File: config.mk
export PLATFORM = sky130hd
export DESIGN_NAME = vga_timing_gen_flat
export DESIGN_NICKNAME = d
export VERILOG_FILES = /design/src/rtl/vga_timing_gen_if.sv /design/src/rtl/vga_timing_gen.sv /design/src/flat_wrapper.sv
export SDC_FILE = /design/constraint.sdc
export NUM_CORES = 1
export LEC_CHECK = 0
export ABC_AREA = 0
export BUFFER_PORTS_ARGS = -buffer_cell sky130_fd_sc_hd__buf_2
export CELL_PAD_IN_SITES_DETAIL_PLACEMENT = 1
export CELL_PAD_IN_SITES_GLOBAL_PLACEMENT = 1
export CORE_ASPECT_RATIO = 1.25
export CORE_UTILIZATION = 42
export CTS_BUF_LIST = sky130_fd_sc_hd__clkbuf_4 sky130_fd_sc_hd__clkbuf_8
export CTS_CLUSTER_DIAMETER = 50
export DETAILED_ROUTE_END_ITERATION = 16
export PLACE_DENSITY_LB_ADDON = 0.1
export SLEW_MARGIN = 20
export SYNTH_ARGS = -nofsm -noshare
export SYNTH_HDL_FRONTEND = slang
export SYNTH_SLANG_ARGS = --single-unit
File: constraint.sdc
create_clock -name clk -period 5.9 [get_ports clk]
set_input_delay 0.295 -clock clk [delete_from_list [all_inputs] [get_ports clk]]
set_output_delay 0.295 -clock clk [all_outputs]
set_load 0.05 [all_outputs]
File: src/rtl/vga_timing_gen_if.sv
// Pixel-side bundle of the VGA timing generator: colour source in, raster
// coordinates, strobes and pin-aligned video out.
interface vga_timing_gen_if #(
    parameter int COLOUR_W = 12,
    parameter int HW       = 11,
    parameter int VW       = 10
);
    logic [COLOUR_W-1:0] colour_in;
    logic [HW-1:0]       x;
    logic [VW-1:0]       y;
    logic                pix_req;
    logic [COLOUR_W-1:0] colour_out;
    logic                de;
    logic                HS;
    logic                VS;
    logic                line_trig;
    logic                frame_trig;

    modport master (
        input  colour_in,
        output x, y, pix_req, colour_out, de, HS, VS, line_trig, frame_trig
    );

    modport slave (
        output colour_in,
        input  x, y, pix_req, colour_out, de, HS, VS, line_trig, frame_trig
    );
endinterface

File: src/rtl/vga_timing_gen.sv
// Parametrised VGA raster timing generator with a LAT-deep alignment pipe so
// that de/HS/VS leave the block on the same edge as the matching colour.
module vga_timing_gen #(
    parameter int H_VISIBLE  = 800,
    parameter int H_FRONT    = 56,
    parameter int H_SYNC     = 120,
    parameter int H_BACK     = 64,
    parameter int V_VISIBLE  = 600,
    parameter int V_FRONT    = 37,
    parameter int V_SYNC     = 6,
    parameter int V_BACK     = 23,
    parameter int H_SYNC_POL = 1,
    parameter int V_SYNC_POL = 1,
    parameter int CLK_DIV    = 2,
    parameter int LAT        = 1,
    parameter int COLOUR_W   = 12,
    parameter int HW         = 11,
    parameter int VW         = 10
) (
    input  logic              clk,
    input  logic              rst,
    vga_timing_gen_if.master  bus
);
    localparam int H_TOTAL  = H_VISIBLE + H_FRONT + H_SYNC + H_BACK;
    localparam int V_TOTAL  = V_VISIBLE + V_FRONT + V_SYNC + V_BACK;
    localparam int HS_START = H_VISIBLE + H_FRONT;
    localparam int HS_END   = HS_START + H_SYNC;
    localparam int VS_START = V_VISIBLE + V_FRONT;
    localparam int VS_END   = VS_START + V_SYNC;
    localparam logic HS_ON  = H_SYNC_POL[0];
    localparam logic VS_ON  = V_SYNC_POL[0];

    logic [3:0]    div_reg, div_next;
    logic [HW-1:0] h_reg, h_next;
    logic [VW-1:0] v_reg, v_next;
    logic          pix_en, h_last, v_last;
    logic          vis, hs_act, vs_act;
    logic          line_trig;

    // With CLK_DIV=1 the divider never leaves 0, so pix_en stays high.
    assign pix_en = (div_reg == 4'(CLK_DIV - 1));
    assign h_last = (h_reg == HW'(H_TOTAL - 1));
    assign v_last = (v_reg == VW'(V_TOTAL - 1));

    always_comb begin
        div_next = pix_en ? 4'd0 : div_reg + 4'd1;
        h_next   = h_reg;
        v_next   = v_reg;
        if (pix_en) begin
            h_next = h_last ? '0 : h_reg + 1'b1;
            if (h_last) begin
                v_next = v_last ? '0 : v_reg + 1'b1;
            end
        end
    end

    always_ff @(posedge clk) begin
        if (rst) begin
            div_reg <= 4'd0;
            h_reg   <= '0;
            v_reg   <= '0;
        end else begin
            div_reg <= div_next;
            h_reg   <= h_next;
            v_reg   <= v_next;
        end
    end

    assign vis    = (h_reg < HW'(H_VISIBLE)) && (v_reg < VW'(V_VISIBLE));
    assign hs_act = (h_reg >= HW'(HS_START)) && (h_reg < HW'(HS_END));
    assign vs_act = (v_reg >= VW'(VS_START)) && (v_reg < VW'(VS_END));

    assign bus.x       = vis ? h_reg : '0;
    assign bus.y       = vis ? v_reg : '0;
    assign bus.pix_req = vis;

    // Strobes come straight off the counters so swap logic sees them early.
    assign line_trig      = pix_en && h_last;
    assign bus.line_trig  = line_trig;
    assign bus.frame_trig = line_trig && v_last;

    // Bit 2 = vis, bit 1 = hs_act, bit 0 = vs_act; element k is k clks old.
    logic [2:0] stage_d [LAT+1];
    assign stage_d[0] = {vis, hs_act, vs_act};

    genvar gi;
    generate
        for (gi = 0; gi < LAT; gi++) begin : g_stage
            logic [2:0] stage_reg;
            always_ff @(posedge clk) begin
                if (rst) begin
                    stage_reg <= 3'b000;
                end else begin
                    stage_reg <= stage_d[gi];
                end
            end
            assign stage_d[gi+1] = stage_reg;
        end
    endgenerate

    logic [2:0] tap;
    assign tap = stage_d[LAT];

    always_ff @(posedge clk) begin
        if (rst) begin
            bus.colour_out <= '0;
            bus.de         <= 1'b0;
            bus.HS         <= ~HS_ON;
            bus.VS         <= ~VS_ON;
        end else begin
            bus.colour_out <= tap[2] ? bus.colour_in : '0;
            bus.de         <= tap[2];
            bus.HS         <= tap[1] ? HS_ON : ~HS_ON;
            bus.VS         <= tap[0] ? VS_ON : ~VS_ON;
        end
    end
endmodule

File: src/flat_wrapper.sv
// flat-port wrapper written by rule: the top's interface ports become plain ports
module vga_timing_gen_flat 
#(
    parameter int H_VISIBLE  = 800,
    parameter int H_FRONT    = 56,
    parameter int H_SYNC     = 120,
    parameter int H_BACK     = 64,
    parameter int V_VISIBLE  = 600,
    parameter int V_FRONT    = 37,
    parameter int V_SYNC     = 6,
    parameter int V_BACK     = 23,
    parameter int H_SYNC_POL = 1,
    parameter int V_SYNC_POL = 1,
    parameter int CLK_DIV    = 2,
    parameter int LAT        = 1,
    parameter int COLOUR_W   = 12,
    parameter int HW         = 11,
    parameter int VW         = 10
)
  (clk, rst, bus_colour_in, bus_x, bus_y, bus_pix_req, bus_colour_out, bus_de, bus_HS, bus_VS, bus_line_trig, bus_frame_trig);
  vga_timing_gen_if #(.COLOUR_W(COLOUR_W), .HW(HW), .VW(VW)) bus_i ();
  input  logic clk;
  input  logic rst;
  input wire logic [$bits(bus_i.colour_in)-1:0] bus_colour_in;
  output wire logic [$bits(bus_i.x)-1:0] bus_x;
  output wire logic [$bits(bus_i.y)-1:0] bus_y;
  output wire logic [$bits(bus_i.pix_req)-1:0] bus_pix_req;
  output wire logic [$bits(bus_i.colour_out)-1:0] bus_colour_out;
  output wire logic [$bits(bus_i.de)-1:0] bus_de;
  output wire logic [$bits(bus_i.HS)-1:0] bus_HS;
  output wire logic [$bits(bus_i.VS)-1:0] bus_VS;
  output wire logic [$bits(bus_i.line_trig)-1:0] bus_line_trig;
  output wire logic [$bits(bus_i.frame_trig)-1:0] bus_frame_trig;
  assign bus_i.colour_in = bus_colour_in;
  assign bus_x = bus_i.x;
  assign bus_y = bus_i.y;
  assign bus_pix_req = bus_i.pix_req;
  assign bus_colour_out = bus_i.colour_out;
  assign bus_de = bus_i.de;
  assign bus_HS = bus_i.HS;
  assign bus_VS = bus_i.VS;
  assign bus_line_trig = bus_i.line_trig;
  assign bus_frame_trig = bus_i.frame_trig;
  vga_timing_gen #(.H_VISIBLE(H_VISIBLE), .H_FRONT(H_FRONT), .H_SYNC(H_SYNC), .H_BACK(H_BACK), .V_VISIBLE(V_VISIBLE), .V_FRONT(V_FRONT), .V_SYNC(V_SYNC), .V_BACK(V_BACK), .H_SYNC_POL(H_SYNC_POL), .V_SYNC_POL(V_SYNC_POL), .CLK_DIV(CLK_DIV), .LAT(LAT), .COLOUR_W(COLOUR_W), .HW(HW), .VW(VW)) u_core (.clk(clk), .rst(rst), .bus(bus_i));
endmodule
# Word-level counts from Yosys, hierarchy flattened
# Cells that the tools add are included.
[word_totals]
in_bits = 14
reg_bits = 43
wordCells = 35
output_inout_bits = 39
[classes]
addsub = 3
bitwise_logic = 1
n_mux = 6
order_cmp = 6
n_reduce_logical = 8
n_eq_ne = 3
[ops]
columns = ["op", "n"]
rows = [
  ["11-bit by 10-bit less-than comparator with 1-bit output, second input constant", 2],
  ["11-bit 2-to-1 mux", 2],
  ["10-bit less-than comparator, second input constant", 2],
  ["10-bit 2-to-1 mux", 2],
  ["11-bit by 1-bit adder with 11-bit output, second input constant", 1],
  ["11-bit == test, second input constant", 1],
  ["11-bit by 10-bit greater-or-equal comparator with 1-bit output, second input constant", 1],
  ["10-bit by 1-bit adder with 10-bit output, second input constant", 1],
  ["10-bit == test, second input constant", 1],
  ["10-bit greater-or-equal comparator, second input constant", 1],
  ["1-bit logical AND", 5],
  ["4-bit by 1-bit adder with 4-bit output, second input constant", 1],
  ["4-bit by 1-bit == test with 1-bit output, second input constant", 1],
  ["2-bit OR reduction", 2],
  ["1-bit 2-to-1 mux", 2],
  ["2-bit AND reduction", 1],
  ["1-bit NOT", 1],
]

# Logic depth before layout (Yosys ltp)
# Gate-level depths: netlist (run 1).
[logic_depth]
ltp_word = 3
ltp_mapped = 8
mapped_depth_nobuf = 6

# Worst setup path after synthesis (run 1)
# No wires, ideal clock.
[synth_timing]
kind = "register to output"
from = "reg u_core.div_reg[0]"
to = "out bus_frame_trig"
required_ps = 5605
stages_incl_launch_ff = 6
n_path_buf = 1
t_arrival_ps = 2448
setup_slack_ps = 3157
cell_sequence = "dfxtp_1 > ha_1 > or3b_2 > or4_2 > buf_6 > nor2_1"
[synth_via]
elab_chain_cells = 3
[synth_rtl]
columns = ["item", "line", "rtl"]
rows = [
  ["start, declared", "vga_timing_gen.sv:33", "logic [3:0] div_reg, div_next;"],
  ["start signal, assigned", "vga_timing_gen.sv:63", "div_reg <= div_next;"],
  ["4-bit by 1-bit == test with 1-bit output", "vga_timing_gen.sv:41", "assign pix_en = (div_reg == 4'(CLK_DIV - 1));"],
  ["1-bit logical AND", "vga_timing_gen.sv:78", "assign line_trig = pix_en && h_last;"],
  ["1-bit logical AND", "vga_timing_gen.sv:80", "assign bus.frame_trig = line_trig && v_last;"],
  ["end, declared", "flat_wrapper.sv:33", "output wire logic [$bits(bus_i.frame_trig)-1:0] bus_frame_trig;"],
]
# No other way between the ends.

# Final worst setup path (run 1)
# Ends and elaborated chain as after synthesis.

==> results.py, run 1 <==
metrics = {
    "outcome": {
        "outcome": "completed",
    },
    "finish": {
        "drive_above_1_share_pct": 24.6,
        "largest_register_ffs": 12,
        "syn2layout_area_growth_pct": 15.6,
        "num_antenna_cells": 0,
        "fin_nets": 288,
    },
    "hold_path": {
        "whs_endpoint": "u_core.bus.colour_out[0]",
        "worstHoldStart": "bus_colour_in[0]",
        "hold_class": "input port to flop",
        "min_path_cells": 2,
    },
    "floorplan": {
        "chipWidth_um": 64.2,
        "ios": 53,
        "die_area_um2": 5120,
        "core_region_area_um2": 4530,
        "rows": 27,
        "die_h_um": 79.8,
        "start_util_pct": 44.9,
    },
    "pwr": {
        "power.total_uw": 560,
        "p_leak_nw": 0.985,
        "ir_drop_v": 0.000121,
        "power_density_nw_per_um2": 238,
    },
    "sta": {
        "fin_crit_sh_pct": 50.1,
        "skew_ns": 0.00334,
        "hold_viol_final": 0,
        "rsz0062_at_grt": "false",
        "fmax_ghz": 0.339,
        "final_max_slew_viol_count": 0,
        "min_period_ns": 2.95,
        "relSlewSlack_pct": 45.1,
        "tns_ns": 0,
        "fin_hold_ws_ns": 0.187,
        "setup_viol": 0,
        "worst_slew_pin_slew_ns": 0.822,
    },
    "routing": {
        "viasPerCell": 5.13,
        "num_vias": 1671,
        "drt_first_pass_iters": 4,
        "route.detailed.drc": 0,
        "wirelength_mm": 4.87,
        "drt-initial-drc-count": 104,
        "wire_per_inst_um": 14.9,
        "drtAntennaViolNets": 0,
    },
    "synth": {
        "synthFlopType": "dfxtp_1",
        "netlist_instances": 225,
        "synth_area_um2": 2030,
        "yosysWarnings": 0,
        "ys_ff_latch": 43,
        "synth_edf_count": 0,
        "yosysSeqAreaShare_pct": 42.4,
        "synth_fp_nets": 246,
        "yosys.area.top_type": "dfxtp_1",
        "synth_area_leaders": "dfxtp_1, and2_1, xnor2_1",
        "synth.distinct_cells": 40,
        "async_flop_share_pct": 0,
        "syn_area_per_cell_um2": 9.03,
        "netlist.area_leader.share_pct": 42.4,
    },
    "worst_setup_path": {
        "crit_type": "flop to output pin",
        "rr_worst_depth": 5,
        "crit_fanout": 12,
        "arrival_ns": 2.66,
        "reg2reg_slack_ns": 3.29,
        "reg2reg_to": "u_core.v_reg[1]",
        "cp-end-kind": "output pin",
        "worstPathRequired_ns": 5.61,
        "startpoint_type": "flop",
        "r2r_start": "u_core.div_reg[0]",
    },
    "global_route": {
        "grt_pass1_vias": 1665,
        "antenna_found_initial": 0,
        "overflow": 0,
        "grt_max_degree": 23,
        "grt_pass1_wl_mm": 8.02,
        "track_usage_pct": 20.3,
    },
    "clock_tree": {
        "cts_hold_buf": 0,
        "tritoncts": "yes",
        "max-clock-path-buffers": 2,
        "cts_resized": 0,
        "clock_sinks": 43,
        "cts_buffers": 5,
        "cts.clk_slew.worst_paths_ns": 0.09,
        "post_cts_buffers": 0,
        "cts_max_level": 2,
        "clkLatencyLatePin_ns": 0.30,
        "clock-root-buffer": "clkbuf_8",
    },
    "placed_design": {
        "dp_hpwl_mm": 3.53,
        "portBuffers": 51,
        "gp_congestion": 0.753,
    },
    "run": {
        "drv_cap": 0,
    },
}
[synth_stat cells (2+ instances only)]
library cell  number
buf_4              6
or4b_4             2
xor2_1             4
nor2_1            17
nor3b_1            3
nor4_1             8
or3_1              3
nor3_1            11
buf_6              3
nor2b_1            4
nand3_1            9
nand2_1           10
mux2i_1            2
a21oi_1            8
and2_1            31
a211oi_1           2
xnor2_1           11
dfxtp_1           43
o21ai_0            6
clkbuf_1           5
ha_1               7
inv_1              8
nand4_1            5
[worst max path at each step]
stage | start | end | slack, ns
after CTS | u_core.v_reg[3] | bus_x[4] | 2.88
after global placement | u_core.div_reg[0] | bus_frame_trig | 3.30
final | u_core.div_reg[0] | bus_frame_trig | 2.95
after detailed placement | u_core.v_reg[3] | bus_x[4] | 3.23
after floorplan | u_core.div_reg[0] | bus_frame_trig | 3.16
after global routing | u_core.div_reg[0] | bus_frame_trig | 2.81
[power by group]
group	leakage, nW	switching [mW]	internal [mW]
combinational	0.595	0.0415	0.0172
sequential	0.350	0.00556	0.298
clock	0.0408	0.112	0.0847
[metrics by stage]
step | cell area, µm² | worst slack, ns | std cells | utilization, %
after floorplan | 2030 | 3.16 | 225 | -
after global placement | 2250 | 3.30 | 318 | 49.7
after detailed placement | 2250 | 3.23 | 318 | 49.7
after CTS | 2340 | 2.88 | 326 | 51.7
after global routing | 2350 | 2.81 | 326 | 51.9
final | 2350 | 2.95 | 326 | 51.9
[cell type report]
class,count,area [µm²]
Tap cell,58,72.6
Multi-Input combinational cell,158,1040
Fill cell,580,2180
Inverter,8,30.0
Timing Repair Buffer,51,255
Clock buffer,5,68.8
Clock inverter,3,23.8
Sequential cell,43,861
[critical path, stage by stage, from the launching register on]
cell and delay, ns:
dfxtp_1 0.39, ha_1 0.19, or3b_2 0.59, or4_2 0.78, nor2_1 0.13, buf_2 0.27
[cells in the final DEF, fill, tap and decap left out, types with 8 or more instances in the layout]
master	Yosys	routed
buf_2	1	51
dfxtp_1	43	43
and2_1	31	31
nor2_1	17	17
nor3_1	11	11
xnor2_1	11	11
nand2_1	10	10
nand3_1	9	9
inv_1	8	8
a21oi_1	8	8
nor4_1	8	8
[metal layers]
layer / share of wire [%] / global-route usage [%] / vias to the layer above
met4: 1.1 / 5.33 / 0
li1: - / - / 837
met3: 3.6 / 4.71 / 5
met2: 52 / 37.3 / 32
met5: 0 / 0 / -
met1: 43 / 23.4 / 797
[cells by family (layout without fill, tap and decap cells)]
kind of cell	after synthesis	count (layout)	share of synthesized area [%]
flip-flops	43	43	42.4
adder cells (fa/ha/maj)	7	7	4.31
buffers and inverters	24	67	7.20
AO/OA/AOI/OAI	20	20	6.22
multiplexers	2	2	0.985
XOR/XNOR	15	15	6.47
AND/OR/NAND/NOR	113	113	32.3
other	1	1	0.185
Note: power is estimated with default switching activity, not from simulation.
==> run 2: changes to the inputs <==
CORE_UTILIZATION = 36   (was 42)
clock period = 2.58 ns   (was 5.9 ns; I/O delays follow)
==> results.py, run 2 (synthesis results as in run 1) <==
metrics = {
    "outcome": {
        "outcome": "completed",
    },
    "pwr": {
        "p_switching_uw": 364,
        "p_leak_nw": 1.05,
        "power_switching_share_pct": 28.3,
        "seqPwrFrac_pct": 54.0,
        "ir_drop_v": 0.000200,
        "power.total_mw": 1.29,
        "clockPowerShare_pct": 34.8,
        "pwr-share-comb_pct": 11.2,
        "internal_power_uw": 924,
        "power_density_nw_per_um2": 524,
    },
    "clock_tree": {
        "post_cts_buffers": 0,
        "cts_buffers": 5,
        "clock_sinks": 43,
        "clkLatencyLatePin_ns": 0.30,
        "cts_max_level": 2,
        "cts.clk_slew.worst_paths_ns": 0.09,
        "tritoncts": "yes",
        "max-clock-path-buffers": 2,
        "clock-root-buffer": "clkbuf_8",
    },
    "routing": {
        "drt_first_pass_iters": 4,
        "wirelength_mm": 4.86,
        "viasPerCell": 5.04,
        "wl_met2_mm": 2.49,
        "routed.top_layer": "met4",
        "route.detailed.drc": 0,
        "wl_met3_um": 221,
        "drt-initial-drc-count": 95,
        "drtAntennaViolNets": 0,
        "wire_per_inst_um": 14.0,
        "num_vias": 1745,
        "wl_met1_mm": 2.10,
    },
    "placed_design": {
        "gp_congestion": 0.754,
        "place_area_um2": 2360,
        "dp_hpwl_mm": 3.60,
        "portBuffers": 51,
    },
    "floorplan": {
        "start_util_pct": 37.3,
        "rows": 30,
        "ios": 53,
        "chipWidth_um": 69.2,
        "core_region_area_um2": 5440,
        "die_h_um": 86.0,
        "die_area_um2": 5950,
    },
    "finish": {
        "largest_register_ffs": 12,
        "layout_common_cells": "buf_2, dfxtp_1, and2_1",
        "final_common_cell": "buf_2",
        "postLayoutCellArea_um2": 2460,
        "fin_nets": 302,
        "seq_area_um2": 861,
        "drive_above_1_share_pct": 28.4,
        "num_antenna_cells": 0,
        "multi_input_area_um2": 1030,
        "fill_cells": 673,
        "syn2layout_area_growth_pct": 21.0,
    },
    "sta": {
        "relSlewSlack_pct": 58.6,
        "worst_slew_pin_slew_ns": 0.620,
        "rsz0062_at_grt": "false",
        "setup_viol": 0,
        "final_max_slew_viol_count": 0,
        "fin_crit_sh_pct": 92.7,
        "tns_ns": 0,
        "fmax_ghz": 0.418,
        "min_period_ns": 2.39,
        "skew_ns": 0.00646,
        "fin_hold_ws_ns": 0.0230,
        "hold_viol_final": 0,
    },
    "worst_setup_path": {
        "cp-end-kind": "output pin",
        "worstPathRequired_ns": 2.45,
        "startpoint_type": "flop",
        "arrival_ns": 2.26,
        "crit_type": "flop to output pin",
        "crit_fanout": 5,
    },
    "global_route": {
        "grt_pass1_wl_mm": 8.09,
        "track_usage_pct": 17.1,
        "grt_pass1_vias": 1669,
        "grt_max_degree": 18,
        "antenna_found_initial": 0,
        "overflow": 0,
    },
    "run": {
        "drv_cap": 0,
    },
    "hold_path": {
        "hold_class": "input port to flop",
    },
}
## run 2: per-stage QoR
step,instances,utilization (%),setup WS (ns)
3_5_place_dp,338,43.4,0.232
2_1_floorplan,225,-,0.00339
5_1_grt,346,45.2,0.106
6_report,346,45.2,0.187
4_1_cts,346,45.2,0.169
3_3_place_gp,338,43.4,0.265
## run 2: final timing paths
path                                  startpoint                        to  slack [ns]  cells past startpoint
hold / removal                  bus_colour_in[6]  u_core.bus.colour_out[6]        0.02                      2
hold reg to reg   u_core.g_stage[0].stage_reg[1]             u_core.bus.HS        0.44                      1
setup / recovery               u_core.div_reg[0]            bus_frame_trig        0.19                      5
setup reg to reg               u_core.div_reg[0]           u_core.v_reg[7]        0.29                      5
## run 2: cell type report
cell class / count / area share [%]
timing repair buffer: 65 / 14.8
tap: 64 / 3.26
clock buffer: 5 / 2.80
sequential: 43 / 35.0
inverter: 8 / 1.22
clock inverter: 3 / 0.967
multi-input combinational: 158 / 42.0
## run 2: repair_timing
action / CTS / global route
hold buffers: 0 / 0
gates resized for setup: 2 / 0
endpoints found under the setup margin: 2 / 0
## run 2: worst max-delay path, stage by stage (launching register included)
cell and delay, ns:
dfxtp_1 0.39, ha_1 0.19, or3b_2 0.47, or4_4 0.59
nor2_1 0.12, buf_4 0.21
## run 2: power by group through the flow
stage                     registers [mW]  clock network, mW  logic, mW
after global routing               0.697              0.488      0.159
after detailed placement           0.711                  0      0.147
after global placement             0.710                  0      0.144
after floorplan                    0.738                  0     0.0725
final                              0.695              0.449      0.144
after CTS                          0.695              0.470      0.148
## run 2: layer usage
metal	global-route usage, %	up-vias
li1	-	864
met4	5.01	0
met3	3.64	5
met5	0	-
met2	31.5	44
met1	19.8	832
